===== src/rtl/fp_result_scoreboard.sv =====
// Result scoreboard: buffers a DUT and a reference result stream in two FIFOs and compares them in pairs.
// Optional macro SB_ULP_TOL_EN also passes non-overflow pairs of equal sign whose magnitudes differ by <= ULP_TOL.
module fp_result_scoreboard #(
  parameter int WIDTH   = 32,
  parameter int DEPTH   = 4,
  parameter int CNT_W   = 16,
  parameter int ULP_TOL = 1
) (
  input  logic             clk,
  input  logic             reset,
  input  logic             dut_valid,
  input  logic [WIDTH-1:0] dut_result,
  input  logic             dut_ovf,
  output logic             dut_ready,
  input  logic             ref_valid,
  input  logic [WIDTH-1:0] ref_result,
  input  logic             ref_ovf,
  output logic             ref_ready,
  input  logic             clear,
  output logic             cmp_valid,
  output logic             cmp_pass,
  output logic [CNT_W-1:0] pass_cnt,
  output logic [CNT_W-1:0] fail_cnt,
  output logic             fail_seen,
  output logic [WIDTH-1:0] first_fail_dut,
  output logic [WIDTH-1:0] first_fail_ref
);

  localparam int AW = $clog2(DEPTH);

  // Each entry holds {ovf, result}.
  logic [WIDTH:0] dut_mem [DEPTH];
  logic [WIDTH:0] ref_mem [DEPTH];
  logic [AW:0]    dut_wp, dut_rp, ref_wp, ref_rp;

  logic dut_full, dut_empty, ref_full, ref_empty;
  logic dut_push, ref_push, pop;
  logic [WIDTH:0] dut_head, ref_head;
  logic pair_pass;

  // The extra pointer bit differs only when the writer has lapped the reader.
  assign dut_full  = (dut_wp[AW] != dut_rp[AW]) && (dut_wp[AW-1:0] == dut_rp[AW-1:0]);
  assign ref_full  = (ref_wp[AW] != ref_rp[AW]) && (ref_wp[AW-1:0] == ref_rp[AW-1:0]);
  assign dut_empty = (dut_wp == dut_rp);
  assign ref_empty = (ref_wp == ref_rp);

  assign dut_ready = !dut_full;
  assign ref_ready = !ref_full;
  assign dut_push  = dut_valid && !dut_full;
  assign ref_push  = ref_valid && !ref_full;
  assign pop       = !dut_empty && !ref_empty;

  assign dut_head = dut_mem[dut_rp[AW-1:0]];
  assign ref_head = ref_mem[ref_rp[AW-1:0]];

`ifdef SB_ULP_TOL_EN
  localparam logic [WIDTH-2:0] TOL = (WIDTH-1)'(ULP_TOL);
  logic [WIDTH-2:0] dut_mag, ref_mag, mag_diff;

  assign dut_mag  = dut_head[WIDTH-2:0];
  assign ref_mag  = ref_head[WIDTH-2:0];
  assign mag_diff = (dut_mag >= ref_mag) ? (dut_mag - ref_mag) : (ref_mag - dut_mag);

  always_comb begin
    pair_pass = (dut_head[WIDTH-1:0] == ref_head[WIDTH-1:0]) || (dut_head[WIDTH] && ref_head[WIDTH]);
    if (!dut_head[WIDTH] && !ref_head[WIDTH] &&
        (dut_head[WIDTH-1] == ref_head[WIDTH-1]) && (mag_diff <= TOL))
      pair_pass = 1'b1;
  end
`else
  localparam int unused_ulp_tol = ULP_TOL;

  always_comb begin
    pair_pass = (dut_head[WIDTH-1:0] == ref_head[WIDTH-1:0]) || (dut_head[WIDTH] && ref_head[WIDTH]);
  end
`endif

  // NOTE: FIFO storage is left unreset; the pointers alone define what is valid, so the array maps to plain RAM.
  always_ff @(posedge clk) begin
    if (dut_push) dut_mem[dut_wp[AW-1:0]] <= {dut_ovf, dut_result};
    if (ref_push) ref_mem[ref_wp[AW-1:0]] <= {ref_ovf, ref_result};
  end

  // NOTE: all state updates use non-blocking assignments so every register sees pre-edge values.
  always_ff @(posedge clk) begin
    if (!reset) begin
      dut_wp         <= '0;
      dut_rp         <= '0;
      ref_wp         <= '0;
      ref_rp         <= '0;
      cmp_valid      <= 1'b0;
      cmp_pass       <= 1'b0;
      pass_cnt       <= '0;
      fail_cnt       <= '0;
      fail_seen      <= 1'b0;
      first_fail_dut <= '0;
      first_fail_ref <= '0;
    end else begin
      if (dut_push) dut_wp <= dut_wp + (AW+1)'(1);
      if (ref_push) ref_wp <= ref_wp + (AW+1)'(1);
      if (pop) begin
        dut_rp <= dut_rp + (AW+1)'(1);
        ref_rp <= ref_rp + (AW+1)'(1);
      end

      cmp_valid <= pop;
      cmp_pass  <= pop && pair_pass;

      // Clear wins over a same-cycle compare; the verdict strobe still goes out.
      if (clear) begin
        pass_cnt       <= '0;
        fail_cnt       <= '0;
        fail_seen      <= 1'b0;
        first_fail_dut <= '0;
        first_fail_ref <= '0;
      end else if (pop) begin
        if (pair_pass) begin
          if (pass_cnt != '1) pass_cnt <= pass_cnt + CNT_W'(1);
        end else begin
          if (fail_cnt != '1) fail_cnt <= fail_cnt + CNT_W'(1);
          if (!fail_seen) begin
            fail_seen      <= 1'b1;
            first_fail_dut <= dut_head[WIDTH-1:0];
            first_fail_ref <= ref_head[WIDTH-1:0];
          end
        end
      end
    end
  end

endmodule


===== config.mk =====
export PLATFORM = sky130hd
export DESIGN_NAME = fp_result_scoreboard
export DESIGN_NICKNAME = d
export VERILOG_FILES = /design/src/rtl/fp_result_scoreboard.sv
export SDC_FILE = /design/constraint.sdc
export NUM_CORES = 1
export LEC_CHECK = 0
export ABC_CLOCK_PERIOD_IN_PS = 2700
export BUFFER_PORTS_ARGS = -buffer_cell sky130_fd_sc_hd__buf_4
export CORE_ASPECT_RATIO = 1.2
export CORE_MARGIN = 8
export CORE_UTILIZATION = 52
export DETAILED_ROUTE_END_ITERATION = 16
export PLACE_DENSITY_LB_ADDON = 0.1
export RECOVER_POWER = 50
export SYNTH_ARGS = -nofsm -noshare
export SYNTH_HDL_FRONTEND = slang
export SYNTH_SLANG_ARGS = --single-unit
export TNS_END_PERCENT = 5

===== constraint.sdc =====
create_clock -name clk -period 2.7 [get_ports clk]
set_input_delay 0.405 -clock clk [delete_from_list [all_inputs] [get_ports clk]]
set_output_delay 0.405 -clock clk [all_outputs]
set_load 0.01 [all_outputs]

==> flow_summary.toml, run 1 <==
[drt]
routedWlPerCell_um = 22.3
num_vias = 8497
drt_iter0_markers = 711
drc = 0
dr.pass1.iters = 4
detail-route-antenna-nets = 0
avgViaCountPerCell = 5.46
routed_wl_um = 34700

[setup_path]
cp-end-kind = "register"
critical_path_class = "register to register"
cp-start-kind = "register"
worst_ep_required_time_ns = 3.06
critical_path_arrival_ns = 3.39
path_max_fanout = 9

[sta]
setup_ws_ns = -0.332
finalCritPeriodShare_pct = 112
slew_viol_final = 0
clock_skew_ns = 0.0174
fin_crit_ns = 3.03
finalSetupViolations = 98
tns_ns = -22.97
rsz0062_at_grt = "true"
relSlewSlack_pct = 53.6
max_clock_freq_ghz = 0.330
hold_ws_ns = 0.147
tightest_slew_ns = 0.696
hold_violations = 0

[clock_tree]
numCtsBuffers = 37
cts_hold_buf = 0
cts_sinks = 379
insertion_delay_ns = 0.51
clk_path_buf_depth = 3
cts_root_buf = "clkbuf_16"
path_clk_slew_ns = 0.06
cts-htree-levels = 2
cts_tree = "built"

[hold_path]
hp-class = "input pin to register"

[pwr]
swShare_pct = 27.6
power_density_nw_per_um2 = 907
power_frac_comb_pct = 27.0
p_seq_share_pct = 41.4
ir_worst_vdd_mv = 0.683
intPower_mw = 11.8
pwr-share-clk_pct = 31.7
switchingPower_mw = 4.52
leakagePower_nw = 6.51

[logic_synthesis]
yosysSeqAreaShare_pct = 69.2
yosys_warnings = 0
synth_fp_nets = 985
ys_dominant_reg_cell = "edfxtp_1"
ys_seq_elements = 379
netlist_top_cells_area = "edfxtp_1 54%, dfxtp_1 16%, mux4_2 10%, mux2i_1 4.7%, xor2_1 2.1%"
yosysTopAreaCell = "edfxtp_1"
yosys.cell_count.top_type = "edfxtp_1"
async_reset_ff_share_pct = 0
synth_edf_count = 264
syn_inst = 902
synth_area_sq_um = 14800
netlist-cell-type-count = 45
netlist.area_leader.share_pct = 53.6
syn_avg_cell_area_sq_um = 16.4
synthTopCellsByCount = "264 x edfxtp_1, 115 x dfxtp_1, 78 x nor2_1"

[floorplanning]
initial_core_util_pct = 53.0
dieArea_sq_um = 34100
core_area_sq_um = 27900
rows = 67
die_h_um = 201
dieWidth_um = 170
ios = 172

[placement]
dp_cells = 1471
hpwl_um = 23300
dpl_cell_area_sq_um = 16900
gp_congestion = 0.782
portBuffers = 171

[final_layout]
final_cells = 1555
syn_to_final_growth_pct = 21.9
nFillCells = 2123
layout.nets = 1231
final_area_sq_um = 18000
drive_above_1_share_pct = 22.8
antenna_cells = 0

[global_route]
grt_max_degree = 54
grt_overflow = 0
grt_pass1_wl_um = 51500
grt_pass1_vias = 8579
antenna_found_initial = 2
grt_usage_pct = 19.8

[outcome]
violations = "negative setup slack"
status = "finished, violations left"

[run]
drv_cap = 0
-- kinds of logic (layout without fill, tap and decap cells) --
group,Yosys count,count (layout),share of synthesized area (%)
buffers and inverters,55,329,2.24
adders and majority gates,12,12,1.02
AOI/OAI and AO/OA,63,63,2.75
muxes,136,136,14.8
DFF,379,379,69.2
xor gates and xnor gates,46,46,2.73
and+or+nand+nor,211,211,7.26
-- critical path, stage by stage (launching register included) --
cell     delay (ns)
dfxtp_4        0.38
buf_12         0.14
buf_4          0.11
mux4_2         0.54
xor2_1         0.19
nor4_2         0.33
nand4_1        0.17
buf_4          0.19
o21ai_4        0.22
buf_12         0.18
buf_16         0.14
mux2i_1        0.21
nor2_1         0.06
-- cell type report --
cell class / instances / area (sq um) / area share, %
Clock inverter: 19 / 211 / 1.17
Inverter: 10 / 37.5 / 0.208
Clock buffer: 48 / 1020 / 5.65
Sequential cell: 379 / 10200 / 56.8
Tap cell: 379 / 474 / 2.63
Multi-Input combinational cell: 468 / 4300 / 23.8
Timing Repair Buffer: 252 / 1750 / 9.70
-- final timing paths --
kind                                     start                  to  slack, ns  cells past startpoint
worst min-delay path            dut_result[22]      dut_mem[1][22]       0.15                      1
worst min register to register     fail_cnt[9]         fail_cnt[9]       0.49                      2
worst max register to register        register  first_fail_ref[18]      -0.33                     12
worst max-delay path                  register  first_fail_ref[18]      -0.33                     12
-- layout by cell type (no fill, tap or decap), types with 4 or more instances in the layout --
| cell | instances |
|---|---|
| edfxtp_1 | 264 |
| clkbuf_1 | 132 |
| dfxtp_1 | 113 |
| buf_4 | 102 |
| nor2_1 | 78 |
| mux2i_1 | 70 |
| mux4_2 | 66 |
| clkbuf_16 | 41 |
| xor2_1 | 32 |
| a21oi_1 | 26 |
| nand2_1 | 23 |
| nand3_1 | 21 |
| and3_1 | 18 |
| or4_1 | 15 |
| o31ai_1 | 14 |
| buf_12 | 14 |
| and2_1 | 12 |
| ha_1 | 12 |
| inv_1 | 10 |
| xnor2_1 | 10 |
| nand4_1 | 7 |
| nand2b_1 | 7 |
| or3_1 | 5 |
| nor4_2 | 5 |
| nor4_1 | 5 |
| nor2b_1 | 5 |
| o21ai_0 | 5 |
| xor2_2 | 4 |
| nor3_1 | 4 |
| clkinv_1 | 4 |
| bufinv_16 | 4 |
| clkinvlp_4 | 4 |
| buf_16 | 4 |
-- registers in the layout, indices dropped and copies added, names as in the netlist, named ones only --
register        flops
ref_mem           132
ref_wp              3
first_fail_ref     32
dut_rp              3
cmp_pass            1
dut_wp              3
ref_rp              3
fail_cnt           16
cmp_valid           1
pass_cnt           16
first_fail_dut     32
fail_seen           1
dut_mem           132
-- layer usage --
metal  track usage (%)  up-vias  part of all wire, %
met5                 0        -                0.066
met4              4.17        4                  1.4
met3              4.31       37                  5.6
met2              34.3      217                   52
met1              25.2     4285                   41
li1                  -     3954                    -
-- power groups by stage --
| stage | Combinational (mW) | Sequential, mW | Clock [mW] |
|---|---|---|---|
| global placement | 4.01 | 6.87 | 0 |
| detailed placement | 4.02 | 6.88 | 0 |
| CTS | 4.33 | 6.77 | 5.27 |
| global route | 4.68 | 6.80 | 5.51 |
| finish | 4.41 | 6.76 | 5.18 |
| floorplan | 2.52 | 6.84 | 0 |
-- repair_timing --
action                                 4_1_cts  5_1_grt
endpoints found under the hold margin        0        0
gates resized for setup                      8       12
cloned                                       2        3
buffers inserted                             6        7
pin swaps                                    2        8
setup endpoints to repair                   98       98
-- stage by stage --
stage	util, %	total power, mW	worst slack, ns
floorplan	-	9.36	0.0306
global placement	60.6	10.9	-0.302
detailed placement	60.6	10.9	-0.320
CTS	65.7	16.4	-0.298
global route	64.6	17.0	-0.458
finish	64.6	16.4	-0.332
Note: power is estimated with default switching activity, not from simulation.
==> run 2, diff against run 1 <==
- ABC_CLOCK_PERIOD_IN_PS: 2700 -> 3000
- CORE_MARGIN: 8 -> 1
- CORE_UTILIZATION: 52 -> 58
- clock period: 2.7 -> 3 ns (I/O delays scaled with it)
==> flow_summary.toml, run 2 (synthesis results as in run 1) <==
[setup_path]
cp-start-kind = "register"
cp-end-kind = "register"
reg2reg_depth = 12
path_max_fanout = 8
path_buf_inv = 5
cp_cell_sequence = "buf_12, buf_4, mux4_2, xor2_1, nor4_2, nand4_1, buf_4, o21ai_4, buf_8, buf_12, mux2i_2, nor2_1"
cp.depth = 12
cpLargestDelayFamily = "buffers and inverters"
slowest_delay_ns = 0.54
critical_path_class = "register to register"
critical_path_arrival_ns = 3.44
critPathSlowestCell = "mux4_2"
worst_ep_required_time_ns = 3.37

[placement]
dp_cells = 1397
portBuffers = 171
gp_congestion = 0.852
hpwl_um = 21200

[clock_tree]
cts_root_buf = "clkbuf_16"
path_clk_slew_ns = 0.06
cts_sinks = 379
cts_tree = "built"
insertion_delay_ns = 0.52
clk_path_buf_depth = 3
numCtsBuffers = 37
cts-htree-levels = 2

[pwr]
switchingPower_mw = 4.20
p_seq_share_pct = 39.6
ir_worst_vdd_mv = 0.641
leakagePower_nw = 6.59
intPower_mw = 11.2
power_density_nw_per_um2 = 846
swShare_pct = 27.4
power_frac_comb_pct = 27.5
pwr-share-clk_pct = 32.8

[sta]
hold_violations = 0
setup_ws_ns = -0.0717
clock_skew_ns = 0.0184
rsz0062_at_grt = "true"
max_clock_freq_ghz = 0.326
tightest_slew_ns = 0.723
fin_crit_ns = 3.07
finalSetupViolations = 64
slew_viol_final = 0
relSlewSlack_pct = 51.8
tns_ns = -2.36
finalCritPeriodShare_pct = 102

[global_route]
grt_usage_pct = 26.4
grt_max_degree = 58
antenna_found_initial = 1
grt_overflow = 0
grt_pass1_wl_um = 50600
grt_pass1_vias = 8696

[final_layout]
layout_commonest_cell = "edfxtp_1"
final_cells = 1504
final_cell_mix = "264 x edfxtp_1, 133 x clkbuf_1, 113 x dfxtp_1, 95 x buf_4, 78 x nor2_1"
syn_to_final_growth_pct = 22.8
layout.nets = 1232
drive_above_1_share_pct = 23.4

[drt]
routedWlPerCell_um = 22.6
drc = 0
detail-route-antenna-nets = 0
dr.pass1.iters = 5
routed_wl_um = 34100
avgViaCountPerCell = 5.80
drt_iter0_markers = 613
num_vias = 8721

[hold_path]
whs_path_depth = 1
hp-class = "input pin to register"

[floorplanning]
core_area_sq_um = 24800
die_h_um = 177
dieArea_sq_um = 26100
dieWidth_um = 148
initial_core_util_pct = 59.5
rows = 63
ios = 172

[outcome]
status = "finished, violations left"
violations = "negative setup slack"

[run]
drv_cap = 0
[run 2: cell count changes in the layout (fill, tap and decap cells not counted), sizes merged]
cell | before | now
clkbuf | 176 | 185
clkinvlp | 5 | 1
clkinv | 7 | 5
inv | 13 | 11
bufinv | 4 | 5
diode | 0 | 1
[run 2: cell type report]
type | instances | area, sq um
antenna | 1 | 2.50
clock buffer | 56 | 1160
clock inverter | 12 | 189
fill | 1669 | 6670
inverter | 10 | 37.5
multi-input combinational | 468 | 4320
sequential | 379 | 10200
tap | 325 | 407
timing repair buffer | 253 | 1810
[run 2: final timing paths]
| path | startpoint | endpoint | slack [ns] |
|---|---|---|---|
| worst max-delay path | register | first_fail_ref[25] | -0.07 |
| worst min-delay path | ref_result[31] | ref_mem[2][31] | 0.18 |
| worst max register to register | register | first_fail_ref[25] | -0.07 |
| worst min register to register | first_fail_ref[21] | first_fail_ref[21] | 0.50 |
[run 2: per-stage QoR]
| stage | cell area [sq um] | setup slack [ns] | hold WS [ns] | utilization (%) | power (mW) |
|---|---|---|---|---|---|
| after floorplan | 14800 | 0.260 | 0.491 | - | 8.43 |
| after global placement | 16600 | 0.0152 | 0.476 | 66.9 | 9.50 |
| after detailed placement | 16600 | -0.0497 | 0.491 | 66.9 | 9.54 |
| after CTS | 18400 | -0.0488 | 0.109 | 74.0 | 15.1 |
| after global routing | 18200 | -0.228 | 0.183 | 73.1 | 15.9 |
| final | 18200 | -0.0717 | 0.179 | 73.1 | 15.4 |
[run 2: what timing repair did]
| item | in CTS | in global routing |
|---|---|---|
| pin swaps | 6 | 9 |
| resized for setup | 16 | 25 |
| cloned | 5 | 3 |
| hold buffers | 0 | 0 |
| buffers inserted | 20 | 12 |
| setup endpoints to repair | 74 | 97 |
[run 2: power by group through the flow]
stage / sequential (mW) / combinational [mW] / clock, mW
floorplan: 6.16 / 2.27 / 0
global placement: 6.16 / 3.34 / 0
detailed placement: 6.17 / 3.37 / 0
CTS: 6.08 / 3.96 / 5.11
global route: 6.11 / 4.45 / 5.32
finish: 6.09 / 4.23 / 5.04
[run 2: metal layers]
layer | wire length, um | up-vias | GRT usage [%] | part of all wire [%]
met2 | 17500 | 306 | 45.5 | 51
met5 | 13 | - | 0 | 0.038
met4 | 742 | 2 | 7.99 | 2.2
li1 | - | 3964 | - | -
met3 | 2300 | 57 | 5.00 | 6.8
met1 | 13500 | 4392 | 34.1 | 40
